===== config.mk =====
export PLATFORM = sky130hd
export DESIGN_NAME = cp0_unit_flat
export DESIGN_NICKNAME = d
export VERILOG_FILES = /design/src/rtl/cp0_unit_if.sv /design/src/rtl/cp0_unit.sv /design/src/flat_wrapper.sv
export SDC_FILE = /design/constraint.sdc
export NUM_CORES = 1
export LEC_CHECK = 0
export CORE_MARGIN = 2
export CORE_UTILIZATION = 35
export CTS_CLUSTER_SIZE = 12
export DETAILED_ROUTE_END_ITERATION = 8
export GPL_ROUTABILITY_DRIVEN = 0
export PLACE_DENSITY_LB_ADDON = 0.12
export SETUP_SLACK_MARGIN = 0.1
export SLEW_MARGIN = 20
export SYNTH_ARGS = -nofsm -noshare
export SYNTH_HDL_FRONTEND = slang
export SYNTH_SLANG_ARGS = --single-unit

===== constraint.sdc =====
create_clock -name clk -period 6.7 [get_ports clk]
set_clock_uncertainty 0.05 [all_clocks]
set_input_delay 2.01 -clock clk [delete_from_list [all_inputs] [get_ports clk]]
set_output_delay 2.01 -clock clk [all_outputs]
set_load 0.01 [all_outputs]

===== src/rtl/cp0_unit_if.sv =====
// Commit-point and decode-side signal bundle between the MIPS pipeline and CP0.
// The pipeline drives through the master modport and CP0 answers through the slave modport.
interface cp0_unit_if;
  logic        wen;
  logic [4:0]  waddr;
  logic [31:0] wdata;
  logic [4:0]  raddr;
  logic [31:0] rdata;
  logic        commit_valid;
  logic [31:0] commit_pc;
  logic        commit_in_ds;
  logic        exc_valid;
  logic [4:0]  exc_code;
  logic [31:0] exc_badvaddr;
  logic        eret;
  logic [5:0]  ext_int;
  logic        int_pending;
  logic        redirect_valid;
  logic [31:0] redirect_pc;
  logic [31:0] status;
  logic [31:0] cause;
  logic [31:0] epc;

  modport master (
    output wen, waddr, wdata, raddr,
    output commit_valid, commit_pc, commit_in_ds,
    output exc_valid, exc_code, exc_badvaddr, eret, ext_int,
    input  rdata, int_pending, redirect_valid, redirect_pc, status, cause, epc
  );

  modport slave (
    input  wen, waddr, wdata, raddr,
    input  commit_valid, commit_pc, commit_in_ds,
    input  exc_valid, exc_code, exc_badvaddr, eret, ext_int,
    output rdata, int_pending, redirect_valid, redirect_pc, status, cause, epc
  );
endinterface


===== src/rtl/cp0_unit.sv =====
// CP0 register file, Count/Compare timer and exception/interrupt/eret sequencer
// sitting at the commit point of the 5-stage MIPS pipeline.
module cp0_unit #(
  parameter logic [31:0] EXC_VECTOR   = 32'hBFC0_0380,
  parameter logic [31:0] STATUS_RESET = 32'h0040_0000
) (
  input logic       clk,
  input logic       resetn,
  cp0_unit_if.slave bus
);

  localparam logic [4:0]  REG_BADVADDR = 5'd8;
  localparam logic [4:0]  REG_COUNT    = 5'd9;
  localparam logic [4:0]  REG_COMPARE  = 5'd11;
  localparam logic [4:0]  REG_STATUS   = 5'd12;
  localparam logic [4:0]  REG_CAUSE    = 5'd13;
  localparam logic [4:0]  REG_EPC      = 5'd14;
  localparam logic [31:0] STATUS_WMASK = 32'h0000_FF03;

  logic [31:0] badvaddr_q;
  logic [31:0] count_q;
  logic [31:0] compare_q;
  logic [31:0] status_q;
  logic [31:0] epc_q;
  logic        cause_bd_q;
  logic        cause_ti_q;
  logic [5:0]  ip_hw_q;
  logic [1:0]  ip_sw_q;
  logic [4:0]  exccode_q;
  logic        tick_q;
  logic        redirect_valid_q;
  logic [31:0] redirect_pc_q;

  logic [31:0] cause_w;
  logic        int_pending_w;
  logic        take_exc;
  logic        take_eret;
  logic        wen_eff;
  logic [4:0]  code_w;
  logic        count_wr;
  logic        compare_wr;
  logic [31:0] count_next;
  logic        tick_next;
  logic        ti_next;
  logic [31:0] rdata_w;

  // Non-writable Status bits always read back their reset constant.
  function automatic logic [31:0] merge_status(input logic [31:0] cur, input logic [31:0] wd);
    return (cur & ~STATUS_WMASK) | (wd & STATUS_WMASK);
  endfunction

  function automatic logic is_addr_exc(input logic [4:0] code);
    return (code == 5'd4) || (code == 5'd5);
  endfunction

  assign cause_w = {cause_bd_q, cause_ti_q, 14'd0, ip_hw_q, ip_sw_q, 1'b0, exccode_q, 2'b00};

  assign int_pending_w = status_q[0] & ~status_q[1] & (|({ip_hw_q, ip_sw_q} & status_q[15:8]));

  assign take_exc  = bus.commit_valid & (int_pending_w | bus.exc_valid);
  assign take_eret = bus.commit_valid & bus.eret & ~take_exc;
  assign wen_eff   = bus.wen & ~take_exc & ~take_eret;
  assign code_w    = int_pending_w ? 5'd0 : bus.exc_code;

  // A Count write restarts the half-rate tick; a Compare write beats a same-cycle match.
  assign count_wr   = wen_eff && (bus.waddr == REG_COUNT);
  assign compare_wr = wen_eff && (bus.waddr == REG_COMPARE);
  assign count_next = count_wr ? bus.wdata : (tick_q ? count_q + 32'd1 : count_q);
  assign tick_next  = count_wr ? 1'b0 : ~tick_q;
  assign ti_next    = compare_wr ? 1'b0 : ((count_next == compare_q) ? 1'b1 : cause_ti_q);

  always_comb begin
    rdata_w = 32'd0;
    case (bus.raddr)
      REG_BADVADDR: rdata_w = badvaddr_q;
      REG_COUNT:    rdata_w = count_q;
      REG_COMPARE:  rdata_w = compare_q;
      REG_STATUS:   rdata_w = status_q;
      REG_CAUSE:    rdata_w = cause_w;
      REG_EPC:      rdata_w = epc_q;
      default:      rdata_w = 32'd0;
    endcase
    if (bus.wen && (bus.waddr == bus.raddr)) begin
      case (bus.raddr)
        REG_COUNT, REG_COMPARE, REG_EPC: rdata_w = bus.wdata;
        REG_STATUS: rdata_w = merge_status(status_q, bus.wdata);
        REG_CAUSE:  rdata_w = {cause_w[31:10], bus.wdata[9:8], cause_w[7:0]};
        default:    ;
      endcase
    end
  end

  always_ff @(posedge clk or negedge resetn) begin
    if (!resetn) begin
      badvaddr_q       <= 32'd0;
      count_q          <= 32'd0;
      compare_q        <= 32'd0;
      status_q         <= STATUS_RESET;
      epc_q            <= 32'd0;
      cause_bd_q       <= 1'b0;
      cause_ti_q       <= 1'b0;
      ip_hw_q          <= 6'd0;
      ip_sw_q          <= 2'd0;
      exccode_q        <= 5'd0;
      tick_q           <= 1'b0;
      redirect_valid_q <= 1'b0;
      redirect_pc_q    <= 32'd0;
    end else begin
      count_q          <= count_next;
      tick_q           <= tick_next;
      cause_ti_q       <= ti_next;
      ip_hw_q          <= {bus.ext_int[5] | ti_next, bus.ext_int[4:0]};
      redirect_valid_q <= take_exc | take_eret;
      if (take_exc) begin
        // Nested exceptions keep the original return point.
        if (!status_q[1]) begin
          epc_q      <= bus.commit_in_ds ? bus.commit_pc - 32'd4 : bus.commit_pc;
          cause_bd_q <= bus.commit_in_ds;
        end
        status_q[1]   <= 1'b1;
        exccode_q     <= code_w;
        redirect_pc_q <= EXC_VECTOR;
        if (is_addr_exc(code_w)) begin
          badvaddr_q <= bus.exc_badvaddr;
        end
      end else if (take_eret) begin
        status_q[1]   <= 1'b0;
        redirect_pc_q <= epc_q;
      end else if (wen_eff) begin
        case (bus.waddr)
          REG_COMPARE: compare_q <= bus.wdata;
          REG_STATUS:  status_q  <= merge_status(status_q, bus.wdata);
          REG_CAUSE:   ip_sw_q   <= bus.wdata[9:8];
          REG_EPC:     epc_q     <= bus.wdata;
          default:     ;
        endcase
      end
    end
  end

  assign bus.rdata          = rdata_w;
  assign bus.int_pending    = int_pending_w;
  assign bus.redirect_valid = redirect_valid_q;
  assign bus.redirect_pc    = redirect_pc_q;
  assign bus.status         = status_q;
  assign bus.cause          = cause_w;
  assign bus.epc            = epc_q;

endmodule


===== src/flat_wrapper.sv =====
// flat-port wrapper written by rule: the top's interface ports become plain ports
module cp0_unit_flat 
#(
  parameter logic [31:0] EXC_VECTOR   = 32'hBFC0_0380,
  parameter logic [31:0] STATUS_RESET = 32'h0040_0000
)
  (clk, resetn, bus_wen, bus_waddr, bus_wdata, bus_raddr, bus_commit_valid, bus_commit_pc, bus_commit_in_ds, bus_exc_valid, bus_exc_code, bus_exc_badvaddr, bus_eret, bus_ext_int, bus_rdata, bus_int_pending, bus_redirect_valid, bus_redirect_pc, bus_status, bus_cause, bus_epc);
  cp0_unit_if bus_i ();
  input logic clk;
  input logic resetn;
  input wire logic [$bits(bus_i.wen)-1:0] bus_wen;
  input wire logic [$bits(bus_i.waddr)-1:0] bus_waddr;
  input wire logic [$bits(bus_i.wdata)-1:0] bus_wdata;
  input wire logic [$bits(bus_i.raddr)-1:0] bus_raddr;
  input wire logic [$bits(bus_i.commit_valid)-1:0] bus_commit_valid;
  input wire logic [$bits(bus_i.commit_pc)-1:0] bus_commit_pc;
  input wire logic [$bits(bus_i.commit_in_ds)-1:0] bus_commit_in_ds;
  input wire logic [$bits(bus_i.exc_valid)-1:0] bus_exc_valid;
  input wire logic [$bits(bus_i.exc_code)-1:0] bus_exc_code;
  input wire logic [$bits(bus_i.exc_badvaddr)-1:0] bus_exc_badvaddr;
  input wire logic [$bits(bus_i.eret)-1:0] bus_eret;
  input wire logic [$bits(bus_i.ext_int)-1:0] bus_ext_int;
  output wire logic [$bits(bus_i.rdata)-1:0] bus_rdata;
  output wire logic [$bits(bus_i.int_pending)-1:0] bus_int_pending;
  output wire logic [$bits(bus_i.redirect_valid)-1:0] bus_redirect_valid;
  output wire logic [$bits(bus_i.redirect_pc)-1:0] bus_redirect_pc;
  output wire logic [$bits(bus_i.status)-1:0] bus_status;
  output wire logic [$bits(bus_i.cause)-1:0] bus_cause;
  output wire logic [$bits(bus_i.epc)-1:0] bus_epc;
  assign bus_i.wen = bus_wen;
  assign bus_i.waddr = bus_waddr;
  assign bus_i.wdata = bus_wdata;
  assign bus_i.raddr = bus_raddr;
  assign bus_i.commit_valid = bus_commit_valid;
  assign bus_i.commit_pc = bus_commit_pc;
  assign bus_i.commit_in_ds = bus_commit_in_ds;
  assign bus_i.exc_valid = bus_exc_valid;
  assign bus_i.exc_code = bus_exc_code;
  assign bus_i.exc_badvaddr = bus_exc_badvaddr;
  assign bus_i.eret = bus_eret;
  assign bus_i.ext_int = bus_ext_int;
  assign bus_rdata = bus_i.rdata;
  assign bus_int_pending = bus_i.int_pending;
  assign bus_redirect_valid = bus_i.redirect_valid;
  assign bus_redirect_pc = bus_i.redirect_pc;
  assign bus_status = bus_i.status;
  assign bus_cause = bus_i.cause;
  assign bus_epc = bus_i.epc;
  cp0_unit #(.EXC_VECTOR(EXC_VECTOR), .STATUS_RESET(STATUS_RESET)) u_core (.clk(clk), .resetn(resetn), .bus(bus_i));
endmodule

==> qor.yml <==
clk_pin_slew_worst_paths_ns: 0.09
period_share_pct: 97.4
die_w_um: 182
fin_nets: 1576
core_um2: 31300
path_class: "in -> out"
timing.hold.ws_ns: 0.445
grt_pass1_vias: 10000
layoutNonFillerInstCount: 1865
cts_made_buffers: 17
reg2regPathDepth: 8
clk_latency_ns: 0.44
p_per_area_nw_per_um2: 256
slew_headroom_pct: 36.1
hpwl_um: 33600
finalHoldViolations: 0
met3_length_um: 3110
rrSetupSlack_ns: 3.07
min_path_type: "reg -> reg"
drv_cap: 0
worstReg2RegEnd: "u_core.ip_hw_q[5]"
detail_route.first_pass.iterations: 5
cts_max_level: 4
synth_top_area_share_pct: 42.3
cts_root_buf: "clkbuf_16"
syn_area_um2: 11100
grt_usage_pct: 26.5
ioPinCount: 286
worstMarginPinSlew_ns: 0.956
static-leakage-power_nw: 6.09
cp-startpoint: "bus_raddr[4]"
post-route-drc-count: 0
highest_layer: "met5"
met1_length_um: 18900
cts_tree: "yes"
grt_pass1_wl_um: 65100
grt_max_degree: 98
slew_violations: 0
synth.most_common_cell: "nand2_1"
max_freq_mhz: 153
status: "complete, no violations"
min_to: "u_core.bus.redirect_pc[27]"
antenna_found_initial: 2
syn_to_final_growth_pct: 32.8
met2WireLength_um: 20600
drive_gt1_share_pct: 12.3
cts_buffer_depth: 2
rr_startpoint: "u_core.ip_hw_q[2]"
slowest_stage: "clkdlybuf4s50_1"
cp.required_ns: 4.64
drtIter0Drc: 952
vias: 10300
ys_seq_elements: 187
antenna_left: 0
nFillCells: 3024
synthFlopType: "dfrtp_1"
yosysWarnings: 0
rows: 65
fp.dieArea_um2: 33000
hold_buffers: 0
clkSinkCount: 187
fin_crit_ns: 6.53
chipHeight_um: 182
syn_area_per_cell_um2: 9.14
place.port_buffers: 246
routed_via_density: 5.55
synthArstFlopShare_pct: 100
cpPeakStageDelay_ns: 0.53
synth_cell_type_count: 74
path_cells: "clkdlybuf4s50_1 -> nand2b_1 -> or3_1 -> buf_4 -> o22ai_1 -> a221oi_1 -> a21oi_1 -> buf_4 -> clkdlybuf4s50_1"
rsz0062_at_grt: "yes"
p_total_mw: 3.76
synth_common_cells: "nand2_1, dfrtp_1, o21ai_0"
synth_top_cell_by_area: "dfrtp_1"
min_path_cells: 2
syn-instance-count: 1210
cp-start-kind: "input pin"
grt-ovfl-total: 0
fin_tns_setup_ns: 0
hp-start: "u_core.bus.redirect_pc[27]"
diodes: 0
dpl.cell_count: 1833
synth_edf_count: 0
wl_per_cell_um: 23.6
ys_seq_area_share_pct: 42.3
initial_core_util_pct: 35.3
end_kind: "primary output"
synth_area_leaders: "dfrtp_1, mux2_2, nand2_1, xnor2_1, o21ai_0"
setup_viol: 0
peakVddDrop_mv: 0.173
worst-path-max-fanout: 11
cp_data_arrival_time_ns: 4.47
routed_wl_um: 44000
[final cells by class]
class | count | area (um2) | share of cell area, %
inverters | 39 | 146 | 0.997
multi-input cells | 907 | 5820 | 39.6
repair buffers | 298 | 2960 | 20.1
clock buffers | 18 | 429 | 2.92
well taps | 402 | 503 | 3.43
clock inverters | 14 | 146 | 0.997
flip-flops and latches | 187 | 4680 | 31.9
[state kept, by name, summed over array words and instances (netlist names), 2 cells and up]
register	count
u_core.badvaddr_q	32
u_core.ip_hw_q	6
u_core.compare_q	32
u_core.count_q	32
u_core.bus.epc	32
u_core.exccode_q	5
u_core.bus.redirect_pc	32
u_core.ip_sw_q	2
u_core.bus.status	10
[per-stage QoR]
step	utilization (%)	cell area [um2]	worst slack, ns
final	46.9	14700	0.173
after global routing	46.9	14700	0.0894
after CTS	46.7	14600	0.107
after detailed placement	44.9	14100	0.0329
after global placement	44.9	14100	0.0736
after floorplan	-	11200	0.622
[per-layer routing]
layer | up-vias | track usage [%]
met5 | - | 0
li1 | 4734 | -
met3 | 70 | 4.71
met1 | 5072 | 35.2
met4 | 2 | 9.43
met2 | 469 | 43.4
[cells by family (layout without fill, tap and decap cells)]
| group | Yosys count | count (layout) | synth area share [%] |
|---|---|---|---|
| muxes | 98 | 98 | 9.68 |
| adders and majority gates | 2 | 2 | 0.226 |
| other | 2 | 39 | 0.0679 |
| AOI/OAI and AO/OA | 290 | 290 | 17.0 |
| DFF | 187 | 187 | 42.3 |
| xor gates and xnor gates | 88 | 88 | 7.23 |
| and+or+nand+nor | 390 | 390 | 16.5 |
| buffers and inverters | 153 | 369 | 7.01 |
[power breakdown]
| part | switching [mW] | internal (mW) | leakage, nW |
|---|---|---|---|
| combinational | 0.530 | 0.548 | 3.47 |
| clock | 0.527 | 0.499 | 0.279 |
| sequential | 0.306 | 1.35 | 2.34 |
| total | 1.36 | 2.39 | 6.09 |
[cells in the final DEF (no fill, tap or decap), types with 8 or more instances in the layout]
cell	count
nand4_1	16
dlymetal6s2s_1	10
xor2_1	30
nand3_1	30
dfrtp_1	187
clkdlybuf4s50_1	231
xnor2_1	56
nand2_1	195
buf_4	45
mux2_2	71
a211oi_1	8
nor3_1	21
a21boi_0	8
o22ai_1	19
a22oi_1	10
o21ai_0	92
mux2i_1	27
a221oi_1	13
a21oi_1	66
nor2_1	60
inv_1	38
clkbuf_16	17
conb_1	39
a222oi_1	21
nor4_1	13
[critical path, delay by kind of cell]
| kind | cells | cell delay, ns |
|---|---|---|
| simple gates | 2 | 0.58 |
| buf+inv | 4 | 1.34 |
| compound gates | 3 | 0.55 |
[worst max-delay path by stage]
| stage | cells after the start | endpoint |
|---|---|---|
| global route | 9 | bus_rdata[8] |
| finish | 9 | bus_rdata[9] |
| global placement | 9 | bus_rdata[11] |
| CTS | 10 | bus_rdata[21] |
| detailed placement | 10 | bus_rdata[18] |
| floorplan | 9 | bus_rdata[16] |
[repair_timing]
item	4_1_cts	5_1_grt
setup endpoints to repair	7	20
hold endpoints to repair	0	0
pin swaps	0	1
cloned	0	0
setup buffers	0	0
gates resized for setup	4	15
No activity file was read; power rests on OpenSTA's default activity.
